--- src/rtl/alu_share_pkg.sv ---
// Shared definitions for the ALU-sharing controller: control codes, FSM states
// and the legal-opcode check used to flag unsupported operations.
package alu_share_pkg;

  localparam int ALU_W = 32;

  localparam logic [3:0] CTRL_AND = 4'b0000;
  localparam logic [3:0] CTRL_OR  = 4'b0001;
  localparam logic [3:0] CTRL_ADD = 4'b0010;
  localparam logic [3:0] CTRL_SUB = 4'b0110;
  localparam logic [3:0] CTRL_SLT = 4'b0111;

  typedef enum logic [1:0] {
    ST_IDLE = 2'd0,
    ST_EXEC = 2'd1,
    ST_RESP = 2'd2
  } state_e;

  function automatic logic is_legal_ctrl(input logic [3:0] ctrl);
    case (ctrl)
      CTRL_AND, CTRL_OR, CTRL_ADD, CTRL_SUB, CTRL_SLT: return 1'b1;
      default:                                         return 1'b0;
    endcase
  endfunction

endpackage

--- src/rtl/alu_share_alu.sv ---
// Existing shared 32-bit combinational ALU. Codes it does not implement
// produce a don't-care value; the controller masks those.
module alu_share_alu (
  input  logic [31:0] a_i,
  input  logic [31:0] b_i,
  input  logic [3:0]  ctrl_i,
  output logic [31:0] y_o
);

  always_comb begin
    case (ctrl_i)
      4'b0000: y_o = a_i & b_i;
      4'b0001: y_o = a_i | b_i;
      4'b0010: y_o = a_i + b_i;
      4'b0110: y_o = a_i - b_i;
      4'b0111: y_o = {31'd0, a_i < b_i};
      default: y_o = a_i ^ b_i;
    endcase
  end

endmodule

--- src/rtl/alu_share_rr_grant.sv ---
// Grant selector: round-robin starting after last_i, or lowest-index fixed
// priority (no pointer input) when ALU_SHARE_FIXED_PRIO_EN is defined.
module rr_grant #(
  parameter  int NUM_REQ = 2,
  localparam int IDX_W   = $clog2(NUM_REQ)
) (
  input  logic [NUM_REQ-1:0] req_i,
`ifndef ALU_SHARE_FIXED_PRIO_EN
  input  logic [IDX_W-1:0]   last_i,
`endif
  output logic [NUM_REQ-1:0] gnt_o,
  output logic [IDX_W-1:0]   idx_o,
  output logic               any_o
);

  assign any_o = |req_i;

  always_comb begin
    gnt_o = '0;
    idx_o = '0;
`ifdef ALU_SHARE_FIXED_PRIO_EN
    for (int i = NUM_REQ - 1; i >= 0; i--) begin
      if (req_i[i]) begin
        gnt_o    = '0;
        gnt_o[i] = 1'b1;
        idx_o    = IDX_W'(i);
      end
    end
`else
    // Walk from the farthest offset down so the nearest candidate after last wins.
    for (int off = NUM_REQ; off >= 1; off--) begin
      if (req_i[(int'(last_i) + off) % NUM_REQ]) begin
        gnt_o = '0;
        gnt_o[(int'(last_i) + off) % NUM_REQ] = 1'b1;
        idx_o = IDX_W'((int'(last_i) + off) % NUM_REQ);
      end
    end
`endif
  end

endmodule

--- src/rtl/alu_share_ctrl.sv ---
// Arbitrated front-end sharing one 32-bit ALU among NUM_REQ requesters.
// Define ALU_SHARE_FIXED_PRIO_EN for fixed lowest-index priority instead of round-robin.
module alu_share_ctrl
  import alu_share_pkg::*;
#(
  parameter int NUM_REQ = 2,
  parameter int DATA_W  = ALU_W
) (
  input  logic                      clk_i,
  input  logic                      rst_i,
  input  logic [NUM_REQ-1:0]        req_valid_i,
  output logic [NUM_REQ-1:0]        req_ready_o,
  input  logic [NUM_REQ*DATA_W-1:0] req_src1_i,
  input  logic [NUM_REQ*DATA_W-1:0] req_src2_i,
  input  logic [NUM_REQ*4-1:0]      req_ctrl_i,
  output logic [NUM_REQ-1:0]        rsp_valid_o,
  input  logic [NUM_REQ-1:0]        rsp_ready_i,
  output logic [DATA_W-1:0]         rsp_result_o,
  output logic                      rsp_zero_o,
  output logic                      rsp_err_o,
  output logic                      busy_o
);

  localparam int IDX_W = $clog2(NUM_REQ);

  if (DATA_W != ALU_W) begin : g_bad_data_w
    $error("alu_share_ctrl: DATA_W must be %0d", ALU_W);
  end
  if (NUM_REQ < 2 || NUM_REQ > 4) begin : g_bad_num_req
    $error("alu_share_ctrl: NUM_REQ must be 2..4");
  end

  state_e              state_q, state_d;
  logic [DATA_W-1:0]   src1_q, src1_d, src2_q, src2_d;
  logic [3:0]          ctrl_q, ctrl_d;
  logic [IDX_W-1:0]    owner_q, owner_d;
  logic [DATA_W-1:0]   result_q, result_d;
  logic                zero_q, zero_d, err_q, err_d, busy_q, busy_d;
  logic [NUM_REQ-1:0]  rsp_valid_q, rsp_valid_d;

  logic [NUM_REQ-1:0]  gnt;
  logic [IDX_W-1:0]    gnt_idx;
  logic                gnt_any, grant_en;
  logic [DATA_W-1:0]   alu_y, op_result;
  logic                op_err;

`ifndef ALU_SHARE_FIXED_PRIO_EN
  logic [IDX_W-1:0]    ptr_q, ptr_d;
`endif

  rr_grant #(.NUM_REQ(NUM_REQ)) u_grant (
    .req_i  (req_valid_i),
`ifndef ALU_SHARE_FIXED_PRIO_EN
    .last_i (ptr_q),
`endif
    .gnt_o  (gnt),
    .idx_o  (gnt_idx),
    .any_o  (gnt_any)
  );

  alu_share_alu u_alu (
    .a_i    (src1_q),
    .b_i    (src2_q),
    .ctrl_i (ctrl_q),
    .y_o    (alu_y)
  );

  // Unsupported codes never expose whatever the ALU computed for them.
  assign op_err    = !is_legal_ctrl(ctrl_q);
  assign op_result = op_err ? '0 : alu_y;

  always_comb begin
    state_d     = state_q;
    src1_d      = src1_q;
    src2_d      = src2_q;
    ctrl_d      = ctrl_q;
    owner_d     = owner_q;
    result_d    = result_q;
    zero_d      = zero_q;
    err_d       = err_q;
    rsp_valid_d = rsp_valid_q;
    grant_en    = 1'b0;
`ifndef ALU_SHARE_FIXED_PRIO_EN
    ptr_d       = ptr_q;
`endif

    case (state_q)
      ST_IDLE: grant_en = 1'b1;
      ST_EXEC: begin
        result_d             = op_result;
        zero_d               = (op_result == '0);
        err_d                = op_err;
        rsp_valid_d          = '0;
        rsp_valid_d[owner_q] = 1'b1;
        state_d              = ST_RESP;
      end
      ST_RESP: begin
        if (rsp_ready_i[owner_q]) begin
          rsp_valid_d = '0;
          state_d     = ST_IDLE;
          grant_en    = 1'b1;
        end
      end
      default: state_d = ST_IDLE;
    endcase

    if (grant_en && gnt_any) begin
      src1_d  = req_src1_i[int'(gnt_idx)*DATA_W +: DATA_W];
      src2_d  = req_src2_i[int'(gnt_idx)*DATA_W +: DATA_W];
      ctrl_d  = req_ctrl_i[int'(gnt_idx)*4 +: 4];
      owner_d = gnt_idx;
      state_d = ST_EXEC;
`ifndef ALU_SHARE_FIXED_PRIO_EN
      ptr_d   = gnt_idx;
`endif
    end

    busy_d = (state_d != ST_IDLE);
  end

  // Gated by reset so no accept is signalled while the block is held in reset.
  assign req_ready_o = (rst_i && grant_en) ? gnt : '0;

  always_ff @(posedge clk_i or negedge rst_i) begin
    if (!rst_i) begin
      state_q     <= ST_IDLE;
      src1_q      <= '0;
      src2_q      <= '0;
      ctrl_q      <= '0;
      owner_q     <= '0;
      result_q    <= '0;
      zero_q      <= 1'b0;
      err_q       <= 1'b0;
      busy_q      <= 1'b0;
      rsp_valid_q <= '0;
`ifndef ALU_SHARE_FIXED_PRIO_EN
      ptr_q       <= IDX_W'(NUM_REQ - 1);
`endif
    end else begin
      state_q     <= state_d;
      src1_q      <= src1_d;
      src2_q      <= src2_d;
      ctrl_q      <= ctrl_d;
      owner_q     <= owner_d;
      result_q    <= result_d;
      zero_q      <= zero_d;
      err_q       <= err_d;
      busy_q      <= busy_d;
      rsp_valid_q <= rsp_valid_d;
`ifndef ALU_SHARE_FIXED_PRIO_EN
      ptr_q       <= ptr_d;
`endif
    end
  end

  assign rsp_valid_o  = rsp_valid_q;
  assign rsp_result_o = result_q;
  assign rsp_zero_o   = zero_q;
  assign rsp_err_o    = err_q;
  assign busy_o       = busy_q;

endmodule

--- config.mk ---
export PLATFORM = sky130hd
export DESIGN_NAME = alu_share_ctrl
export DESIGN_NICKNAME = d
export VERILOG_FILES = /design/src/rtl/alu_share_pkg.sv /design/src/rtl/alu_share_alu.sv /design/src/rtl/alu_share_rr_grant.sv /design/src/rtl/alu_share_ctrl.sv
export SDC_FILE = /design/constraint.sdc
export NUM_CORES = 1
export LEC_CHECK = 0
export CELL_PAD_IN_SITES_DETAIL_PLACEMENT = 1
export CELL_PAD_IN_SITES_GLOBAL_PLACEMENT = 1
export CORE_ASPECT_RATIO = 1.2
export CORE_MARGIN = 5
export CORE_UTILIZATION = 49
export DETAILED_ROUTE_END_ITERATION = 7
export DONT_BUFFER_PORTS = 1
export PLACE_DENSITY = 0.92
export RECOVER_POWER = 50
export SLEW_MARGIN = 20
export SYNTH_ARGS = -nofsm -noshare
export SYNTH_HDL_FRONTEND = slang
export SYNTH_SLANG_ARGS = --single-unit
--- constraint.sdc ---
create_clock -name clk_i -period 3.8 [get_ports clk_i]
set_input_delay 0.76 -clock clk_i [delete_from_list [all_inputs] [get_ports clk_i]]
set_output_delay 0.76 -clock clk_i [all_outputs]
set_load 0.02 [all_outputs]
==> Yosys cells after proc, flatten, opt, wreduce, memory -nomap -nowiden <==
Cells that the tools add are included.
{ "totals": {"out_inout_bits": 39, "elab_cells": 80, "register_bits": 109, "input_bits": 142} }
{ "op_classes": {"magnitude_cmp": 7, "addsub": 4, "eq_ne": 7, "n_bitwise": 5, "shifts": 3, "n_mux": 29, "n_reduce_logical": 14} }
{ "ops": {"columns": ["op", "n"], "rows": [
  ["one-hot mux 32 bit (5 select lines)", 1],
  ["indexed part select 64 x 7 -> 32 bit", 2],
  ["adder 32 bit", 1],
  ["AND 32 bit", 1],
  ["logical NOT 32 bit", 1],
  ["less-than comparator 32 bit", 1],
  ["two-way mux 32 bit", 1],
  ["OR 32 bit", 1],
  ["subtractor 32 bit", 1],
  ["bitwise XOR 32 bit", 1],
  ["two-way mux 1 bit", 15],
  ["two-way mux 2 bit", 6],
  ["== test 4 x 3 -> 1 bit, second input constant", 2],
  ["indexed part select 8 x 4 -> 4 bit", 1],
  ["less-than comparator 2 x 3 -> 1 bit, second input constant", 2],
  ["one-hot mux 2 bit (3 select lines)", 1],
  ["logical AND 1 bit", 5],
  ["OR reduction 5 bit", 1],
  ["== test 4 x 1 -> 1 bit, second input constant", 1],
  ["== test 4 x 2 -> 1 bit, second input constant", 1],
  ["greater-or-equal comparator 2 x 1 -> 1 bit, second input constant", 2],
  ["logical NOT 4 bit", 1],
  ["one-hot mux 2 bit (2 select lines)", 1],
  ["nonzero test 2 bit", 2],
  ["13 further kinds", 17]
]} }

==> Depth between registers and ports, before layout <==
Gate-level depths: netlist of run 1.
{ "logic_depth": {"depth_word": 9, "ltp_mapped": 15, "mapped_depth_nobuf": 15} }

==> Hierarchy <==
Synthesis of run 1 repeated with hierarchy kept, for this count alone.
{ "hier_totals": {"hier_cells": 1226, "hier_area_um2": 10153.5} }
{ "by_module_without_submodules": {"columns": ["module", "seq_area_each_um2", "cells_each", "area_per_inst_um2", "instances"], "rows": [
  ["alu_share_alu", 0.0, 801, 5357.6, 1],
  ["alu_share_ctrl", 2728.9, 420, 4763.3, 1],
  ["rr_grant", 0.0, 5, 32.5, 1]
]} }

==> Worst setup path before layout of run 1 <==
OpenSTA, ideal clock, no wires.
{ "synth_path": {"kind": "register -> register", "from": "register src1_q[0]", "to": "register zero_q, in the netlist rsp_zero_o", "required_time_ns": 3.696, "setup_time_ns": 0.104, "path_stages_with_launch": 16, "slack_ns": 0.442, "t_arrival_ns": 3.255, "cell_sequence": "dfrtp_1 > inv_1 > ha_1 > inv_1 > fa_1 > nor2b_1 > o211ai_1 > a21oi_1 > o31ai_1 > a21oi_1 > a211oi_1 > xnor2_1 > o21ai_0 > nor4_1 > nand4_1 > o41ai_2"} }
{ "synth_between": {"elab_chain_len": 4, "word_cells_on_any_way": 9, "cone_classes": "add/sub: 2; order compare: 1; mux: 2; bitwise: 3; reduce/logical: 1"} }
{ "synth_rtl": {"columns": ["element", "line", "rtl"], "rows": [
  ["start: declaration", "alu_share_ctrl.sv:34", "logic [DATA_W-1:0] src1_q, src1_d, src2_q, src2_d;"],
  ["start signal: assignment", "alu_share_ctrl.sv:141", "src1_q <= src1_d;"],
  ["subtractor 32 bit (tied with other cells)", "alu_share_alu.sv:15", "4'b0110: y_o = a_i - b_i;"],
  ["one-hot mux 32 bit (5 select lines) *", "alu_share_alu.sv:11", "case (ctrl_i)"],
  ["two-way mux 32 bit *", "alu_share_ctrl.sv:70", "assign op_result = op_err ? '0 : alu_y;"],
  ["logical NOT 32 bit *", "alu_share_ctrl.sv:91", "zero_d = (op_result == '0);"],
  ["end signal: assignment", "alu_share_ctrl.sv:146", "zero_q <= zero_d;"],
  ["end: declaration", "alu_share_ctrl.sv:38", "logic zero_q, zero_d, err_q, err_d, busy_q, busy_d;"]
]} }
Every way passes the cells marked *; elsewhere a longest branch is shown, timed or not.
A chain may end at the register's enable or synchronous reset.

==> Worst setup path after layout of run 1 <==
Same ends and word-level chain as after synthesis.

==> results.txt, run 1 <==
run status - complete, no violations
hold bufs inserted after CTS - 0
total gr overflow - 0
Worst EP arrival - 3.92 ns
clock tree from TritonCTS - built
worst slew margin relative to its limit - 0.2764
startpoint types - register
Sink Count - 109
global-route wire length before repair - 55000 um
via count of the first global-routing pass - 10223
Critical Path Sink - rsp_zero_o
CTS Buf Count - 9
Final Cell Area - 11200 um^2
Max H-tree Level - 3
Chip Width - 141.4 um
Core Region - 20330 um^2
area of the mapped netlist - 10140 um^2
total count of max-transition violations in the final report - 0
Ant. Diodes - 0
number of flip-flops and latches in the synthesized netlist - 109
count of endpoints failing setup in the final report - 0
Die ar. - 23690 um^2
Initial Util - 0.4991
Die Y-Extent - 167.6 um
Hold/Removal Path Class - input pin to async pin
non-filler cells in the finished layout - 1534
number of antenna violations at the first check in global routing - 0
most common flop cell mapped by yosys - dfrtp_1
critical path data required time - 4.06 ns
average wire per cell in the routed design - 22.71 um
type of element capturing the critical path - register
commonest non-fill, non-tap cell in the layout - a21oi_1
average via count per standard cell - 6.243
leading cell types in the layout, fill and taps excluded - 147 x a21oi_1, 141 x nor2_1, 107 x dfrtp_1
share of flip-flops with an asynchronous set or reset after synthesis - 1.000
r2r startpoint - src1_q[0]
CP Max Fanout - 3
max-capacitance violation count - 0
net count reported at finish - 1520
Initial DRC Count - 452
cells after synthesis - 1252
fraction of the yosys area taken by sequential cells - 0.2690
number of synthesized flops with an enable pin - 0
worst reg-to-reg path cell count - 16
ratio of cells with drive above 1 in the final layout - 0.1395
terminus of the critical flop-to-flop path - rsp_zero_o
count of cell types in the netlist - 86
number of core rows - 57
root buf cell - clkbuf_16
category of the most critical setup path - register to register
DRT antenna net count - 0
launch point of the worst path - src1_q[0]
dpl hpwl - 26700 um
number of primary I/O pins - 181
Max Clock Freq - 273.3 MHz
number of cells in the design after placement - 1512
total via count in the routed design - 9577
Placed Area - 10650 um^2
time the worst path needs with I/O delays and setup - 3.659 ns
post-route clock period utilization - 0.9628
total wire length - 34840 um
Max Root-Sink Buffers - 2
clock insertion delay at the later pin of the skew report - 0.37 ns
number of iterations in the first detailed-routing pass - 5
gp weighted congestion - 0.9634
pin count of the biggest net entering global routing - 112
DRC errors left - 0
synthesis-to-finish area growth - 10.45%
Synth Net Count - 1508
clock transition at the register clock pins on the worst setup and hold paths after CTS - 0.08 ns
Hold Vio Cnt, Final - 0
overall fraction of global-route tracks in use - 0.2873
slew at the pin closest to its max-slew limit - 1.081 ns
Port Buffers - 0
worst setup slack for register-to-register paths - 0.14 ns
Synth warnings - 0
clock skew - 0.01035 ns
Mean Syn Cell Area - 8.103 um^2
[sequential cells by signal, indices dropped and copies added (netlist names), 2 cells and up]
signal        cells
ctrl_q            4
rsp_result_o     32
rsp_valid_o       2
src1_q           32
src2_q           32
state_q           2
[cell usage after synthesis, types with 5 or more instances]
cell type / instances / area [um^2]
nand2b_1: 7 / 43.79
a31oi_1: 12 / 75.07
nand2_1: 82 / 307.8
a211oi_1: 24 / 180.2
a21oi_1: 153 / 765.7
clkbuf_8: 7 / 96.34
o21ai_0: 66 / 330.3
o21a_1: 7 / 52.55
buf_2: 17 / 85.08
o21ai_1: 8 / 40.04
a211o_1: 5 / 43.79
or3_1: 7 / 43.79
buf_6: 5 / 56.30
nand4_1: 9 / 56.30
mux2i_1: 72 / 720.7
o22ai_1: 13 / 81.33
dfrtp_1: 108 / 2703
nor2b_1: 13 / 81.33
o211ai_1: 15 / 112.6
nor3_1: 29 / 145.1
nor4_1: 12 / 75.07
o31ai_1: 15 / 112.6
o2111ai_1: 5 / 43.79
nor2_1: 142 / 533.0
clkbuf_1: 38 / 142.6
xnor2_1: 28 / 245.2
buf_1: 12 / 45.04
nand3_1: 17 / 85.08
mux2_2: 11 / 123.9
a21o_1: 7 / 52.55
inv_1: 96 / 360.4
ha_1: 112 / 1401
nor3b_1: 6 / 45.04
[timing repair]
action	4_1_cts	5_1_grt
pin swaps	6	8
gates resized for setup	11	34
buffers inserted	2	4
setup endpoints to repair	1	4
[per-stage QoR]
stage / setup TNS [ns] / hold WS (ns) / util / worst slack (ns)
detailed placement: -0.1035 / 0.4691 / 0.5238 / -0.1035
global placement: 0 / 0.4699 / 0.5238 / 0.03279
CTS: 0 / 0.07482 / 0.5419 / 0.006133
floorplan: 0 / 0.4604 / - / 0.4419
finish: 0 / 0.08435 / 0.5512 / 0.1412
global route: -0.02590 / 0.07705 / 0.5512 / -0.02590
[logic make-up after synthesis]
group           share of synthesized area
flops                              0.2690
xor+xnor                          0.02676
buf+inv                           0.07893
mux                               0.08547
compound gates                     0.2347
simple gates                       0.1630
fa+ha+maj                          0.1421
[layout make-up]
type	instances	area [um^2]
clock buffers	12	256.5
clock inverters	4	52.55
fillers	2478	9121
multi-input cells	964	6845
flip-flops and latches	109	2730
inverters	100	375.4
repair buffers	80	613.1
well taps	265	331.6
[critical path, stage by stage, from the launching register on]
cell      delay (ns)
dfrtp_1         0.41
inv_1           0.10
ha_2            0.20
inv_1           0.05
fa_1            0.38
nor2b_1         0.18
o211ai_1        0.29
buf_4           0.18
nand2_1         0.07
a32oi_1         0.23
nand4_1         0.21
a311oi_2        0.35
a21oi_1         0.09
xnor2_1         0.16
a21oi_2         0.25
nand2_1         0.10
o41ai_2         0.31
[per-layer routing]
| layer | part of all wire | GRT usage | vias up |
|---|---|---|---|
| met4 | 0.032 | 0.1045 | 0 |
| met1 | 0.42 | 0.3652 | 4750 |
| li1 | - | - | 4436 |
| met5 | 0 | 0 | - |
| met2 | 0.49 | 0.4935 | 313 |
| met3 | 0.056 | 0.04193 | 78 |
[how the worst min path moves through the flow]
stage / endpoint / slack, ns
global placement: src2_q[6] / 0.47
detailed placement: src2_q[11] / 0.47
finish: src2_q[11] / 0.08
global route: src2_q[11] / 0.08
CTS: src2_q[5] / 0.07
floorplan: busy_o / 0.46
Power of run 1 is left out: the tool's default activity adds up to more than one toggle a clock period on the data nets, which glitch-free logic cannot reach.
==> run 2: changes to the inputs <==
- SLEW_MARGIN: 20 -> 25
==> results of run 2 <==
Same layout as run 1: the final DEF is identical, and so are final timing and power.
Power of run 2 is left out for the same reason.
==> run 3: changes to the inputs <==
- CORE_MARGIN: 5 -> 2
- GPL_TIMING_DRIVEN: not set -> 0
- RECOVER_POWER: 50 -> not set
==> results.txt, run 3 (synthesis results as in run 1) <==
category of the most critical setup path - register to register
clock skew - 0.01054 ns
net count reported at finish - 1538
Max H-tree Level - 3
time the worst path needs with I/O delays and setup - 3.935 ns
Die ar. - 21880 um^2
via count of the first global-routing pass - 10277
dpl hpwl - 28330 um
Hold/Removal Path Class - input pin to async pin
critical path data required time - 4.06 ns
Core Region - 20250 um^2
worst setup slack for register-to-register paths - -0.13 ns
launch point of the worst path - src1_q[1]
type of element capturing the critical path - register
average wire per cell in the routed design - 24.39 um
gp weighted congestion - 0.9705
Die Y-Extent - 161.6 um
terminus of the critical flop-to-flop path - rsp_zero_o
synthesis-to-finish area growth - 11.99%
Sink Count - 109
global-route wire length before repair - 57240 um
overall fraction of global-route tracks in use - 0.3366
run status - complete, but fails checks
max-capacitance violation count - 0
CP Max Fanout - 5
worst reg-to-reg path cell count - 14
clock insertion delay at the later pin of the skew report - 0.38 ns
count of endpoints failing setup in the final report - 1
Port Buffers - 0
worst slew margin relative to its limit - 0.3130
total count of max-transition violations in the final report - 0
minimum setup slack in the final design - -0.1348 ns
number of core rows - 57
Hold Vio Cnt, Final - 0
average via count per standard cell - 6.439
cell-by-cell listing of the critical path - inv_1 -> ha_1 -> o21bai_1 -> a2111oi_4 -> o211ai_1 -> buf_4 -> o21ai_1 -> nand3_1 -> mux2i_1 -> xnor2_1 -> o22ai_1 -> nor4_2 -> nand4_1 -> o41ai_2
slowest cell on the critical path - a2111oi_4
delay of the slowest cell on the worst path - 0.44 ns
clock transition at the register clock pins on the worst setup and hold paths after CTS - 0.09 ns
Initial Util - 0.5009
Initial DRC Count - 863
failing checks - negative setup slack
total wire length - 37850 um
pin count of the biggest net entering global routing - 112
Max Root-Sink Buffers - 2
Critical Path Sink - rsp_zero_o
root buf cell - clkbuf_16
total gr overflow - 0
leading cell types in the layout, fill and taps excluded - 144 x a21oi_1, 139 x nor2_1, 107 x ha_1
Max Clock Freq - 254.1 MHz
ratio of cells with drive above 1 in the final layout - 0.1375
number of primary I/O pins - 181
number of iterations in the first detailed-routing pass - 5
commonest non-fill, non-tap cell in the layout - a21oi_1
Final Cell Area - 11360 um^2
post-route clock period utilization - 1.035
Ant. Diodes - 0
RSZ-0062 raised after global routing - true
Chip Width - 135.4 um
slew at the pin closest to its max-slew limit - 1.031 ns
Worst EP arrival - 4.19 ns
CTS Buf Count - 9
clock tree from TritonCTS - built
DRT antenna net count - 0
DRC errors left - 0
number of antenna violations at the first check in global routing - 0
Placed Area - 10490 um^2
r2r startpoint - src1_q[1]
startpoint types - register
total via count in the routed design - 9993
-- run 3: how the worst min path moves through the flow --
stage / start / endpoint / slack (ns) / depth (start not counted)
5_1_grt: rst_i / src1_q[9] / 0.07 / 0
3_3_place_gp: rst_i / src1_q[11] / 0.47 / 0
3_5_place_dp: rst_i / src1_q[11] / 0.47 / 0
4_1_cts: rst_i / src1_q[11] / 0.07 / 0
2_1_floorplan: rst_i / busy_o / 0.46 / 0
6_report: rst_i / src1_q[11] / 0.07 / 0
-- run 3: repair_timing --
action	CTS	global route
setup buffers	7	14
resized for setup	42	47
pin swaps	20	26
hold buffers	0	0
endpoints found under the setup margin	4	2
-- run 3: area by class of cell --
cell class                      count  area [um^2]
Buffer                             77        426.7
Clock buffer                        9        225.2
Tap cell                          265        331.6
Timing Repair Buffer               21        157.7
Inverter                          100        375.4
Fill cell                        2510         8894
Sequential cell                   109         2734
Clock inverter                      7        106.4
Multi-Input combinational cell    964         7004
-- run 3: metrics by stage --
stage,TNS (ns),instances,util,hold slack (ns),setup WS (ns)
floorplan,0,1252,-,0.4604,0.4419
global placement,-0.4309,1517,0.5172,0.4691,-0.3740
detailed placement,-0.6305,1517,0.5177,0.4678,-0.4982
CTS,0,1539,0.5474,0.07246,0.002237
global route,-0.2725,1552,0.5609,0.06847,-0.2511
finish,-0.1348,1552,0.5609,0.07273,-0.1348
-- run 3: critical path: cells and delay by family (launching register included) --
kind / cells / cell delay [ns]
compound gates: 6 / 1.54
buf+inv: 2 / 0.30
mux: 1 / 0.23
fa+ha+maj: 1 / 0.41
xor+xnor: 1 / 0.15
simple gates: 3 / 0.75
flops: 1 / 0.43
-- run 3: routing by layer --
layer	vias to the layer above	part of all wire	global-route usage
li1	4468	-	-
met1	4974	0.41	0.4308
met2	447	0.48	0.5743
met3	104	0.067	0.04175
met4	0	0.039	0.1364
met5	-	0	0
Power of run 3 is left out for the same reason.
